<file path="src/rtl/addsub_pkg.sv">
// Shared FSM encoding and mode constants for the multicycle adder/subtractor.
// No logic; imported by addsub_multicycle.
package addsub_pkg;

  localparam logic [1:0] ST_IDLE = 2'd0;
  localparam logic [1:0] ST_BUSY = 2'd1;
  localparam logic [1:0] ST_DONE = 2'd2;

  localparam logic MODE_ADD = 1'b0;
  localparam logic MODE_SUB = 1'b1;

endpackage

</file>
<file path="src/rtl/addsub_chunk.sv">
// Combinational CHUNK-bit ripple adder, zero latency, no flow control.
// cin_msb exposes the carry entering the top bit for signed-overflow detection.
module addsub_chunk #(
  parameter int CHUNK = 8
) (
  input  logic [CHUNK-1:0] a,
  input  logic [CHUNK-1:0] b,
  input  logic             cin,
  output logic [CHUNK-1:0] s,
  output logic             cout,
  output logic             cin_msb
);

  logic w_c;

  always_comb begin
    w_c     = cin;
    s       = '0;
    cin_msb = 1'b0;
    for (int i = 0; i < CHUNK; i++) begin
      if (i == CHUNK - 1) cin_msb = w_c;
      s[i] = a[i] ^ b[i] ^ w_c;
      w_c  = (a[i] & b[i]) | (w_c & (a[i] ^ b[i]));
    end
    cout = w_c;
  end

endmodule

</file>
<file path="src/rtl/addsub_multicycle.sv">
// WIDTH-bit add/sub processed CHUNK bits per cycle; result valid K=WIDTH/CHUNK cycles after accept.
// Single request in flight: in_ready only in IDLE; result held in DONE until out_ready.
module addsub_multicycle #(
  parameter int WIDTH = 32,
  parameter int CHUNK = 8
) (
  input  logic             clk,
  input  logic             rst,
  input  logic             in_valid,
  output logic             in_ready,
  input  logic [WIDTH-1:0] a,
  input  logic [WIDTH-1:0] b,
  input  logic             sub,
  output logic             out_valid,
  input  logic             out_ready,
  output logic [WIDTH-1:0] sum,
  output logic             c_out,
  output logic             overflow,
  output logic             zero,
  output logic             negative
);
  import addsub_pkg::*;

  localparam int K  = WIDTH / CHUNK;
  localparam int IW = (K > 1) ? $clog2(K) : 1;

  logic [1:0]       r_state;
  logic [WIDTH-1:0] r_a;
  logic [WIDTH-1:0] r_b;
  logic [WIDTH-1:0] r_sum;
  logic             r_sub;
  logic             r_carry;
  logic             r_cout;
  logic             r_ovf;
  logic [IW-1:0]    r_idx;

  logic [CHUNK-1:0] w_a_chunk;
  logic [CHUNK-1:0] w_b_chunk;
  logic [CHUNK-1:0] w_s;
  logic             w_cout;
  logic             w_cin_msb;
  logic             w_last;

  always_comb begin
    w_a_chunk = '0;
    w_b_chunk = '0;
    for (int k = 0; k < K; k++) begin
      if (r_idx == IW'(k)) begin
        w_a_chunk = r_a[k*CHUNK +: CHUNK];
        w_b_chunk = r_b[k*CHUNK +: CHUNK];
      end
    end
  end

  assign w_last = (r_idx == IW'(K - 1));

  addsub_chunk #(.CHUNK(CHUNK)) u_chunk (
    .a       (w_a_chunk),
    .b       (w_b_chunk),
    .cin     (r_carry),
    .s       (w_s),
    .cout    (w_cout),
    .cin_msb (w_cin_msb)
  );

  always_ff @(posedge clk) begin
    if (rst) begin
      r_state <= ST_IDLE;
      r_a     <= '0;
      r_b     <= '0;
      r_sum   <= '0;
      r_sub   <= MODE_ADD;
      r_carry <= 1'b0;
      r_cout  <= 1'b0;
      r_ovf   <= 1'b0;
      r_idx   <= '0;
    end else begin
      case (r_state)
        ST_IDLE: begin
          if (in_valid) begin
            // Subtract is a + ~b + 1: invert b here, the +1 enters as the initial carry.
            r_a     <= a;
            r_b     <= b ^ {WIDTH{sub}};
            r_sub   <= sub;
            r_carry <= sub;
            r_idx   <= '0;
            r_state <= ST_BUSY;
          end
        end
        ST_BUSY: begin
          for (int k = 0; k < K; k++) begin
            if (r_idx == IW'(k)) r_sum[k*CHUNK +: CHUNK] <= w_s;
          end
          r_carry <= w_cout;
          r_idx   <= r_idx + IW'(1);
          if (w_last) begin
            r_cout  <= w_cout ^ r_sub;
            r_ovf   <= w_cin_msb ^ w_cout;
            r_state <= ST_DONE;
          end
        end
        ST_DONE: begin
          if (out_ready) r_state <= ST_IDLE;
        end
        default: r_state <= ST_IDLE;
      endcase
    end
  end

  assign in_ready  = (r_state == ST_IDLE);
  assign out_valid = (r_state == ST_DONE);
  assign sum       = r_sum;
  assign c_out     = r_cout;
  assign overflow  = r_ovf;
  // Gated so that zero reads 0 out of reset even though the cleared sum is all zeros.
  assign zero      = out_valid && (r_sum == '0);
  assign negative  = r_sum[WIDTH-1];

endmodule

</file>
<file path="config.mk">
export PLATFORM = sky130hd
export DESIGN_NAME = addsub_multicycle
export DESIGN_NICKNAME = d
export VERILOG_FILES = /design/src/rtl/addsub_pkg.sv /design/src/rtl/addsub_chunk.sv /design/src/rtl/addsub_multicycle.sv
export SDC_FILE = /design/constraint.sdc
export NUM_CORES = 1
export LEC_CHECK = 0
export BUFFER_PORTS_ARGS = -buffer_cell sky130_fd_sc_hd__buf_2
export CAP_MARGIN = 10
export CORE_ASPECT_RATIO = 1.4
export CORE_MARGIN = 2
export CORE_UTILIZATION = 49
export DETAILED_ROUTE_END_ITERATION = 10
export PLACE_DENSITY_LB_ADDON = 0.25
export SKIP_CTS_REPAIR_TIMING = 1
export SLEW_MARGIN = 30
export SYNTH_ARGS = -nofsm -noshare
export SYNTH_HDL_FRONTEND = slang
export SYNTH_SLANG_ARGS = --single-unit
</file>
<file path="constraint.sdc">
create_clock -name clk -period 4.7 [get_ports clk]
set_input_delay 0.94 -clock clk [delete_from_list [all_inputs] [get_ports clk]]
set_output_delay 0.94 -clock clk [all_outputs]
set_load 0.02 [all_outputs]
</file>
---- Word-level counts from Yosys, hierarchy flattened ----
Cells that the tools add are included.
word-level totals
  register bits ........................... 104
  output and inout bits ................... 38
  input bits .............................. 69
  bits in writable memories ............... 0
  bits in read-only memories .............. 0
  memories ................................ 0
  latch bits .............................. 0
  word-level logic and storage cells ...... 92
operators by class
  div/mod/pow operators ................... 0
  muxes and demuxes ....................... 16
  equal/unequal tests ..................... 8
  $add $sub $neg .......................... 1
  reductions and logical operators ........ 12
  order comparisons ....................... 0
  shifts and indexed selects .............. 0
  bitwise logic cells ..................... 43
  $mul .................................... 0
operators by type and width
  kind                                                    count
  two-way mux 8 bit                                       8
  zero test 32 bit                                        1
  bitwise XOR 32 bit                                      1
  bitwise XOR 1 bit                                       18
  AND 1 bit                                               16
  AND reduction 2 bit                                     6
  two-way mux 2 bit                                       4
  OR 1 bit                                                8
  equality test 2 bit (second input constant)             3
  case mux 2 bit (3 select lines)                         1
  equality test 2 x 1 -> 1 bit (second input constant)    2
  zero test 2 bit                                         2
  inequality test 2 bit (second input constant)           2
  case mux 2 bit (2 select lines)                         1
  AND reduction 3 bit                                     1
  adder 2 x 1 -> 2 bit (second input constant)            1
  inequality test 2 x 1 -> 1 bit (second input constant)  1
  case mux 1 bit (2 select lines)                         1
  nonzero test 2 bit                                      1
  logical AND 1 bit                                       1
  two-way mux 1 bit                                       1

---- Longest topological paths before layout ----
Gate-level depths: netlist (run 1).
  depth after elaboration ................. 23
  mapped depth ............................ 21

---- Cells and area by module ----
Synthesis (run 1) repeated with hierarchy kept, for this count alone.
second synthesis, totals
  cell total of the unflattened synthesis .. 611
  area, all modules ....................... 5036.1 µm²
by module, submodules not included
  module             times used  cells an instance  area each (µm²)  seq. area each (µm²)
  addsub_multicycle  1           593                4838.4           2082.0
  addsub_chunk       1           18                 197.7            0.0

---- Least setup slack after synthesis (run 1) ----
OpenSTA, ideal clock, no wires.
  path type ............................... reg-to-reg
  start point ............................. reg r_idx[0]
  end point ............................... reg r_sum[23], in the netlist sum[23]
  setup slack ............................. -0.134 ns
  cell stages (with the launch flop) ...... 21
  data required time ...................... 4.572 ns
  arrival time ............................ 4.706 ns
  clock period less this slack ............ 4.834 ns
  cell sequence ........................... dfxtp_1 inv_1 ha_1 buf_2 clkbuf_1 nand2_1 o21ai_0 a22oi_1 fa_1 fa_1 fa_1 fa_1 fa_1 inv_1 fa_1 inv_1 fa_1 inv_1 fa_1 mux2i_1 nor2_1
on the way
  cells in the longest elaborated chain, start to end .. 21
  elaborated cells on any way between the ends .. 43
ends and longest elaborated chain
  element                          line                     RTL
  start: declaration               addsub_multicycle.sv:35  logic [IW-1:0] r_idx;
  start signal: assignment         addsub_multicycle.sv:95  r_idx <= r_idx + IW'(1);
  zero test 2 bit                  addsub_multicycle.sv:48  if (r_idx == IW'(k)) begin
  two-way mux 8 bit (4 in series)  addsub_multicycle.sv:48
  bitwise XOR 1 bit                addsub_chunk.sv:23       w_c = (a[i] & b[i]) | (w_c & (a[i] ^ b[i]));
  AND 1 bit                        addsub_chunk.sv:23
  OR 1 bit                         addsub_chunk.sv:23
  AND 1 bit                        addsub_chunk.sv:23
  OR 1 bit                         addsub_chunk.sv:23
  AND 1 bit                        addsub_chunk.sv:23
  (+3 left out)                    --
  AND 1 bit                        addsub_chunk.sv:23
  OR 1 bit                         addsub_chunk.sv:23
  AND 1 bit                        addsub_chunk.sv:23
  OR 1 bit                         addsub_chunk.sv:23
  AND 1 bit                        addsub_chunk.sv:23
  OR 1 bit                         addsub_chunk.sv:23
  bitwise XOR 1 bit (*)            addsub_chunk.sv:22       s[i] = a[i] ^ b[i] ^ w_c;
  net u_chunk.s[7]                 addsub_chunk.sv:9        output logic [CHUNK-1:0] s,
  end signal: indexed assignment   addsub_multicycle.sv:92  if (r_idx == IW'(k)) r_sum[k*CHUNK +: CHUNK] <= w_s;
  end: declaration                 addsub_multicycle.sv:30  logic [WIDTH-1:0] r_sum;
Mark *: on every way through the listed nets, which the timed path passes. The rest lies on a longest branch.
A chain may end at the register's enable or synchronous reset.

---- Final worst setup path (run 1) ----
  start point ............................. reg r_idx[0]
  end point ............................... reg r_sum[31], in the netlist sum[31]
The elaborated chain is that of the path after synthesis.

==> results.yml, run 1 <==
finish:
  n_antenna_cell: 0
  drive_above_1_share_pct: 24.2
  fin_area_um2: 5700
  synthToLayoutAreaGrowth_pct: 18.4
  nets: 728
sta:
  timing.final.crit_share_pct: 96.1
  final-setup-viol-count: 0
  fin_crit_ns: 4.52
  rsz0062_at_grt: "no"
  hold_ws_ns: 0.458
  fin_tns_setup_ns: 0
  slew_headroom_pct: 42.4
  finalHoldViolCount: 0
  worstMarginPinSlew_ns: 0.865
  slew_violations: 0
  skew_ns: 0.00695
  fmax_ghz: 0.221
  setup_slack_ns: 0.185
grt:
  grt_start_max_net_pins: 105
  overflow: 0
  grt_pass1_wl_um: 18300
  grt_pass1_vias: 3817
  antenna_found_initial: 0
  grtUsageTotal_pct: 22.0
power_and_ir_drop:
  p_per_area_nw_per_um2: 368
  ir_drop_mv: 0.200
  p_leak_nw: 2.25
  power.total_w: 0.00210
floorplanning:
  io_pins: 107
  start_util_pct: 50.6
  rows: 42
  die_w_um: 87.8
  die_area_um2: 10600
  core_um2: 9510
  dieHeight_um: 121
outcome:
  outcome: "completed"
place:
  routabilityCongestion: 0.859
  dp_slack_ns: -0.0483
  place_area_um2: 5320
  portBuffers: 106
  dp_hpwl_um: 8370
job:
  drv_cap: 0
synth:
  synth_area_leaders: "dfxtp_1 (43%), a211oi_1 (7.6%), a21oi_1 (7.1%)"
  synth_fp_nets: 653
  async_reset_ff_share_pct: 0
  synth_edf_count: 0
  ys.flop_type: "dfxtp_1"
  synth_area_um2: 4810
  synth_top_cell_area_share_pct: 43.3
  synth_cell_type_count: 33
  ys_warn_count: 0
  synth_largest_area_cell: "dfxtp_1"
  synthCells: 572
  ys_seq_area_share_pct: 43.3
  syn_area_per_cell_um2: 8.41
  synth_seq_cells: 104
worst_setup_path:
  arrival_ns: 4.71
  endpoint_kind: "register"
  worstSetupPathType: "reg -> reg"
  crit_fanout: 6
  cpLargestDelayFamily: "adder cells"
  crit_chain: "inv_4 > ha_4 > a21oi_1 > a22oi_2 > fa_2 > fa_1 > fa_2 > fa_2 > fa_1 > inv_1 > fa_1 > inv_1 > fa_2 > inv_1 > fa_1 > mux2i_1 > nor2_1"
  worstPathBufferInverterCount: 4
  cpPeakStageDelay_ns: 0.47
  crit_required_ns: 4.89
  slowest_stage: "fa_1"
  worst_setup_path_start_kind: "register"
routing:
  drc: 0
  postRouteWirelength_um: 11500
  drtIter0Drc: 251
  ant_nets: 0
  dr_wl_met2_um: 5860
  route.met3.wl_um: 497
  via_count: 4121
  dr.max_layer_used: "met4"
  wl_per_cell_um: 14.7
  drt-met1-wl_um: 4910
  vias_per_cell: 5.26
  drtPass1Iterations: 4
cts:
  insertion_delay_ns: 0.34
  cts_max_path_buffers: 2
  cts_tree: "done"
  clk_pin_slew_ns: 0.06
  cts_buffers: 9
  clock-sinks: 104
  clockRootBuffer: "clkbuf_16"
  htreeDepth: 3
worst_hold_path:
  hp-class: "reg -> reg"
-- power breakdown --
| group | switching [W] | internal (W) |
|---|---|---|
| Clock | 0.000308 | 0.000440 |
| Combinational | 0.000220 | 0.000151 |
| Sequential | 0.0000379 | 0.000938 |
| Total | 0.000566 | 0.00153 |
-- worst paths after layout --
path / cells past startpoint / slack, ns / to / startpoint
max reg2reg: 17 / 0.18 / sum[31]$_SDFFE_PP0P_ / r_idx[0]$_SDFFE_PP0P_
max: 17 / 0.18 / sum[31]$_SDFFE_PP0P_ / r_idx[0]$_SDFFE_PP0P_
min reg2reg: 2 / 0.46 / r_a[18]$_SDFFE_PP0P_ / r_a[18]$_SDFFE_PP0P_
min: 2 / 0.46 / r_a[18]$_SDFFE_PP0P_ / r_a[18]$_SDFFE_PP0P_
-- cell usage after synthesis (all sizes together), types with 8 or more instances --
| library cell | number |
|---|---|
| dfxtp | 104 |
| nand2 | 86 |
| nor2 | 69 |
| a21oi | 68 |
| a211oi | 57 |
| buf | 27 |
| clkbuf | 26 |
| xnor2 | 26 |
| inv | 23 |
| o21ai | 16 |
| a22oi | 12 |
| mux2i | 9 |
| fa | 8 |
| nor4 | 8 |
| xor2 | 8 |
-- routing by layer --
layer,GRT usage [%],vias up
met1,27.6,1902
met3,3.47,15
li1,-,2088
met4,8.56,0
met5,0,-
met2,37.5,116
-- logic make-up (layout without fill, tap and decap cells) --
| kind of cell | after synthesis | count (layout) | synth area share (%) |
|---|---|---|---|
| simple gates | 178 | 178 | 15.3 |
| compound gates | 159 | 159 | 21.3 |
| flops | 104 | 104 | 43.3 |
| buf+inv | 76 | 156 | 7.72 |
| xor+xnor | 34 | 34 | 6.19 |
| fa+ha+maj | 12 | 12 | 4.37 |
| mux | 9 | 9 | 1.87 |
-- metrics by stage --
step           utilization (%)  std cells
2_1_floorplan                -        572
3_3_place_gp              55.9        768
3_5_place_dp              56.0        768
4_1_cts                   59.1        784
5_1_grt                   59.9        784
6_report                  59.9        784
-- worst reg2reg max path, cell delays in order (launching register included) --
cell     delay [ns]
dfxtp_4        0.39
inv_4          0.06
ha_4           0.18
a21oi_1        0.21
a22oi_2        0.10
fa_2           0.34
fa_1           0.39
fa_2           0.36
fa_2           0.37
fa_1           0.42
inv_1          0.09
fa_1           0.17
inv_1          0.06
fa_2           0.39
inv_1          0.08
fa_1           0.47
mux2i_1        0.21
nor2_1         0.07
-- placed cells by master (no fill, tap or decap), drive strengths merged, types with 8 or more instances in the layout --
cell,count
a211oi,57
a21oi,68
a22oi,12
buf,117
clkbuf,13
dfxtp,104
fa,8
inv,23
mux2i,9
nand2,86
nor2,69
nor4,8
o21ai,16
xnor2,26
xor2,8
-- state kept, by name (all words and copies together) (netlist names) --
name and flops:
c_out 1, r_idx 2, r_a 32, overflow 1, r_sub 1, r_b 32
r_carry 1, r_state 2, sum 32
-- final cells by class --
class,instances,area (µm²)
Clock buffer,13,260
Clock inverter,3,40.0
Fill cell,867,3810
Inverter,23,88.8
Multi-Input combinational cell,392,2440
Sequential cell,104,2090
Tap cell,132,165
Timing Repair Buffer,117,619
Power figures use the tool's default switching activity.
==> run 2, diff against run 1 <==
==> constraint.sdc (replaced) <==
create_clock -name clk -period 4 [get_ports clk]
set_input_delay 0.8 -clock clk [delete_from_list [all_inputs] [get_ports clk]]
set_output_delay 0.8 -clock clk [all_outputs]
set_load 0.02 [all_outputs]
==> run 2 against run 1 <==
The flow now finishes with violations (setup timing). Combinational power is 20% higher. Worst setup slack worse by 0.42 ns. Critical path depth is 1 higher. Via count is 1.6% lower. Flip-flop and latch count stayed put. Clock power is 17% higher. Global-route usage is 1.2 points lower. Die area stayed put. Clock skew is 0.0036 ns lower. Register-to-register slack worse by 0.42 ns. Count of clock-buffer cells in the layout stayed put. Design area is 0.70% higher. Largest power group unchanged.
==> results.yml, run 2 (synthesis gave the netlist of run 1 again) <==
worst_setup_path:
  cp_num_cells: 18
  endpoint_kind: "register"
  cp-startpoint: "r_idx[1]$_SDFFE_PP0P_"
  crit_chain: "inv_4 > ha_4 > nand2_2 > o21ai_2 > a22oi_2 > fa_2 > fa_2 > fa_2 > fa_2 > fa_2 > inv_2 > fa_2 > inv_2 > fa_2 > inv_2 > fa_2 > mux2i_1 > nor2_1"
  critPathMostFrequentCell: "fa_2"
  timing.rr.start: "r_idx[1]$_SDFFE_PP0P_"
  arrival_ns: 4.43
  worstSetupPathType: "reg -> reg"
  reg2reg_slack_ns: -0.23
  slowest_stage: "fa_2"
  crit_fanout: 4
  worst_setup_path_start_kind: "register"
  reg2reg_depth: 18
  worstSetupEndpoint: "sum[23]$_SDFFE_PP0P_"
  r2r-end: "sum[23]$_SDFFE_PP0P_"
  cpPeakStageDelay_ns: 0.46
  crit_required_ns: 4.20
  worstPathBufferInverterCount: 4
  cpLargestDelayFamily: "adder cells"
outcome:
  outcome: "finished, violations left"
  violations: "setup timing"
job:
  drv_cap: 0
power_and_ir_drop:
  p_per_area_nw_per_um2: 430
  ir_drop_mv: 0.222
  pwr-share-clk_pct: 35.5
  p_switching_w: 0.000661
  pwr-share-seq_pct: 46.4
  power.total_w: 0.00247
  comb_power_share_pct: 18.0
  swShare_pct: 26.8
  p_int_w: 0.00180
  p_leak_nw: 2.25
routing:
  route.met3.wl_um: 448
  drtPass1Iterations: 4
  ant_nets: 0
  dr_wl_met2_um: 5480
  wl_per_cell_um: 14.3
  postRouteWirelength_um: 11200
  vias_per_cell: 5.16
  drc: 0
  drt-met1-wl_um: 5060
  drtIter0Drc: 202
  dr.max_layer_used: "met4"
  via_count: 4056
cts:
  insertion_delay_ns: 0.34
  cts_tree: "done"
  htreeDepth: 3
  clockRootBuffer: "clkbuf_16"
  cts_buffers: 9
  clk_pin_slew_ns: 0.06
  cts_max_path_buffers: 2
  clock-sinks: 104
sta:
  slew_headroom_pct: 40.8
  skew_ns: 0.00330
  fmax_ghz: 0.236
  timing.final.crit_share_pct: 106
  rsz0062_at_grt: "yes"
  finalHoldViolCount: 0
  final-setup-viol-count: 6
  setup_slack_ns: -0.232
  worstMarginPinSlew_ns: 0.889
  fin_crit_ns: 4.23
  slew_violations: 0
finish:
  stdcell_count: 786
  regArea_um2: 2090
  fillers: 843
  drive_above_1_share_pct: 26.0
  multiInputGateArea_um2: 2460
  final_common_cell: "buf_2"
  n_antenna_cell: 0
  mostFrequentLayoutCells: "buf_2 (105), dfxtp_1 (102), nand2_1 (85), nor2_1 (69), a21oi_1 (65)"
  nets: 730
  synthToLayoutAreaGrowth_pct: 19.2
grt:
  grt_pass1_vias: 3634
  antenna_found_initial: 0
  grtUsageTotal_pct: 20.8
  grt_start_max_net_pins: 105
  grt_pass1_wl_um: 17200
  overflow: 0
floorplanning:
  io_pins: 107
  rows: 42
  die_w_um: 87.8
  core_um2: 9510
  start_util_pct: 50.6
  die_area_um2: 10600
  dieHeight_um: 121
place:
  dp_hpwl_um: 7990
  portBuffers: 106
  place_inst: 768
  routabilityCongestion: 0.856
worst_hold_path:
  hp-class: "reg -> reg"
run 2: cell count changes in the layout (fill, tap and decap cells not counted):
cell     before  now
fa_1          4    0
fa_2          4    8
inv_1        21   18
a21oi_1      67   65
a21oi_2       1    3
buf_4        11   13
inv_2         1    3
dfxtp_2       1    0
dfxtp_4       1    2
inv_4         1    2
nand2_1      86   85
nand2_2       0    1
run 2: worst min path at each step:
stage	to	depth (start not counted)	from	slack (ns)
5_1_grt	r_a[17]$_SDFFE_PP0P_	2	r_a[17]$_SDFFE_PP0P_	0.48
2_1_floorplan	r_a[16]$_SDFFE_PP0P_	2	r_a[16]$_SDFFE_PP0P_	0.44
3_5_place_dp	r_a[16]$_SDFFE_PP0P_	2	r_a[16]$_SDFFE_PP0P_	0.45
6_report	r_a[16]$_SDFFE_PP0P_	2	r_a[16]$_SDFFE_PP0P_	0.46
4_1_cts	r_a[16]$_SDFFE_PP0P_	2	r_a[16]$_SDFFE_PP0P_	0.46
3_3_place_gp	r_a[23]$_SDFFE_PP0P_	2	r_a[23]$_SDFFE_PP0P_	0.45
run 2: final cells by class:
class                           instances  area share (%)
Tap cell                              132            2.88
Clock buffer                           13            4.53
Clock inverter                          3           0.698
Multi-Input combinational cell        392            42.8
Timing Repair Buffer                  119            11.1
Inverter                               23            1.59
Sequential cell                       104            36.4
run 2: tightest hold or removal path, delay by kind of cell, from the launching register on:
| family | cells | cell delay [ns] |
|---|---|---|
| and+or+nand+nor | 1 | 0.05 |
| AOI/OAI and AO/OA | 1 | 0.05 |
| DFF | 1 | 0.31 |
run 2: metrics by stage:
step           util [%]  setup TNS (ns)  area [µm²]  worst slack [ns]  hold WS [ns]
5_1_grt            60.3           -1.58        5740            -0.345         0.479
3_5_place_dp       56.4           -1.93        5370            -0.388         0.448
3_3_place_gp       56.4          -0.887        5360            -0.213         0.449
6_report           60.3          -0.979        5740            -0.232         0.457
2_1_floorplan         -           -1.05        4910            -0.242         0.436
4_1_cts            59.6           -2.07        5670            -0.394         0.457
run 2: per-layer routing:
metal	vias up	GRT usage, %
met3	15	3.54
met4	0	7.60
li1	2090	-
met1	1851	26.9
met2	100	34.5
met5	-	0
run 2: power groups by stage:
| stage | Combinational (W) | Clock, W | Sequential (W) |
|---|---|---|---|
| 3_3_place_gp | 0.000427 | 0 | 0.00116 |
| 5_1_grt | 0.000492 | 0.000927 | 0.00115 |
| 2_1_floorplan | 0.000306 | 0 | 0.00117 |
| 3_5_place_dp | 0.000438 | 0 | 0.00117 |
| 6_report | 0.000445 | 0.000876 | 0.00114 |
| 4_1_cts | 0.000439 | 0.000885 | 0.00114 |
==> run 3, diff against run 2 <==
--- a/config.mk
+++ b/config.mk
@@ -12,7 +12,9 @@
 export CORE_UTILIZATION = 49
 export DETAILED_ROUTE_END_ITERATION = 10
 export PLACE_DENSITY_LB_ADDON = 0.25
+export REMOVE_ABC_BUFFERS = 1
 export SKIP_CTS_REPAIR_TIMING = 1
+export SKIP_LAST_GASP = 1
 export SLEW_MARGIN = 30
 export SYNTH_ARGS = -nofsm -noshare
 export SYNTH_HDL_FRONTEND = slang
==> run 3 against run 2 <==
The flow still finishes with violations (setup timing). Sequential power about the same. Core utilization about the same. Count of clock-buffer cells in the layout up 1. Worst hold slack about the same. Clock skew up 0.0043 ns. Clock power down 8.4%. Worst setup slack worse by 0.18 ns. Design area about the same. Sequential share of layout area about the same. Critical path depth unchanged. Via count up 0.52%. Critical path type unchanged. Largest power group unchanged.
==> results.yml, run 3 (synthesis gave the netlist of run 1 again) <==
routing:
  drtIter0Drc: 281
  via_count: 4077
  vias_per_cell: 5.16
  postRouteWirelength_um: 11000
  drtPass1Iterations: 4
  ant_nets: 0
  drc: 0
  wl_per_cell_um: 13.9
cts:
  cts_buffers: 9
  clockRootBuffer: "clkbuf_16"
  insertion_delay_ns: 0.34
  cts_max_path_buffers: 2
  clk_pin_slew_ns: 0.07
  htreeDepth: 3
  clock-sinks: 104
  cts_tree: "done"
floorplanning:
  die_area_um2: 10600
  rows: 42
  io_pins: 107
  core_um2: 9510
  start_util_pct: 50.6
  die_w_um: 87.8
  dieHeight_um: 121
power_and_ir_drop:
  comb_power_share_pct: 18.4
  swShare_pct: 27.6
  power.total_w: 0.00239
  p_leak_nw: 2.24
  pwr-share-seq_pct: 48.0
  p_switching_w: 0.000658
  p_per_area_nw_per_um2: 416
  ir_drop_mv: 0.224
  pwr-share-clk_pct: 33.6
  p_int_w: 0.00173
outcome:
  outcome: "finished, violations left"
  violations: "setup timing"
grt:
  overflow: 0
  use_met2_pct: 34.5
  use_met3_pct: 3.81
  grt_pass1_wl_um: 17700
  grtUsageTotal_pct: 21.2
  grt-busiest-layer: "met2"
  antenna_found_initial: 0
  grt_pass1_vias: 3788
  grt_start_max_net_pins: 105
  met1_usage_pct: 27.6
sta:
  rsz0062_at_grt: "yes"
  finalHoldViolCount: 0
  timing.final.crit_share_pct: 110
  skew_ns: 0.00755
  fin_tns_setup_ns: -2.23
  worstMarginPinSlew_ns: 0.866
  slew_headroom_pct: 42.3
  fin_crit_ns: 4.42
  setup_slack_ns: -0.415
  slew_violations: 0
  fmax_ghz: 0.226
  final-setup-viol-count: 8
worst_hold_path:
  hp-class: "reg -> reg"
  whs_path_depth: 2
  hold_path_startpoint: "r_a[31]$_SDFFE_PP0P_"
finish:
  nets: 734
  utilization_pct: 60.4
  synthToLayoutAreaGrowth_pct: 19.3
  n_antenna_cell: 0
  final_common_cell: "buf_2"
  mostFrequentLayoutCells: "buf_2 (105), dfxtp_1 (102), nand2_1 (84), nor2_1 (69), a21oi_1 (66)"
  drive_above_1_share_pct: 26.1
worst_setup_path:
  endpoint_kind: "register"
  worstSetupPathType: "reg -> reg"
  timing.rr.start: "r_idx[1]$_SDFFE_PP0P_"
  reg2reg_depth: 18
  arrival_ns: 4.62
  crit_fanout: 4
  cp-startpoint: "r_idx[1]$_SDFFE_PP0P_"
  worst_setup_path_start_kind: "register"
  crit_required_ns: 4.20
place:
  dp_hpwl_um: 7550
  portBuffers: 106
  routabilityCongestion: 0.832
job:
  drv_cap: 0
[run 3: final timing paths]
kind | slack, ns | endpoint
setup reg to reg | -0.42 | sum[15]$_SDFFE_PP0P_
hold reg to reg | 0.46 | r_a[31]$_SDFFE_PP0P_
hold / removal | 0.46 | r_a[31]$_SDFFE_PP0P_
setup / recovery | -0.42 | sum[15]$_SDFFE_PP0P_
[run 3: power groups by stage]
stage	clock [W]	sequential [W]	combinational [W]
4_1_cts	0.000822	0.00114	0.000418
2_1_floorplan	0	0.00117	0.000255
3_5_place_dp	0	0.00117	0.000416
6_report	0.000802	0.00115	0.000438
5_1_grt	0.000862	0.00115	0.000490
3_3_place_gp	0	0.00116	0.000407
[run 3: layout make-up]
cell class	count	area [µm²]
repair buffers	123	668
flip-flops and latches	104	2090
clock buffers	14	254
well taps	132	165
fillers	860	3770
clock inverters	2	15.0
multi-input cells	392	2460
inverters	23	91.3
[run 3: metrics by stage]
| stage | worst slack, ns | cells | hold slack [ns] | instance area [µm²] |
|---|---|---|---|---|
| 2_1_floorplan | -1.68 | 519 | 0.430 | 4530 |
| 3_3_place_gp | -0.654 | 770 | 0.443 | 5330 |
| 3_5_place_dp | -0.784 | 770 | 0.448 | 5340 |
| 4_1_cts | -0.830 | 786 | 0.457 | 5600 |
| 5_1_grt | -0.556 | 790 | 0.480 | 5740 |
| 6_report | -0.415 | 790 | 0.457 | 5740 |
[run 3: layer usage]
metal,share of wire (%),vias to the layer above
met3,3.5,15
li1,-,2099
met2,50,98
met5,0,-
met1,45,1865
met4,2.0,0
[run 3: critical path, stage by stage (launching register included)]
cell and delay, ns:
dfxtp_4 0.37, inv_4 0.08, ha_4 0.16, nand2_1 0.08
o21ai_2 0.17, a22oi_2 0.10, fa_2 0.37, fa_2 0.38
fa_2 0.42, fa_2 0.41, fa_2 0.36, inv_2 0.06
fa_2 0.18, inv_2 0.04, fa_2 0.34, inv_2 0.06
fa_2 0.46, mux2i_1 0.18, nor2_1 0.05
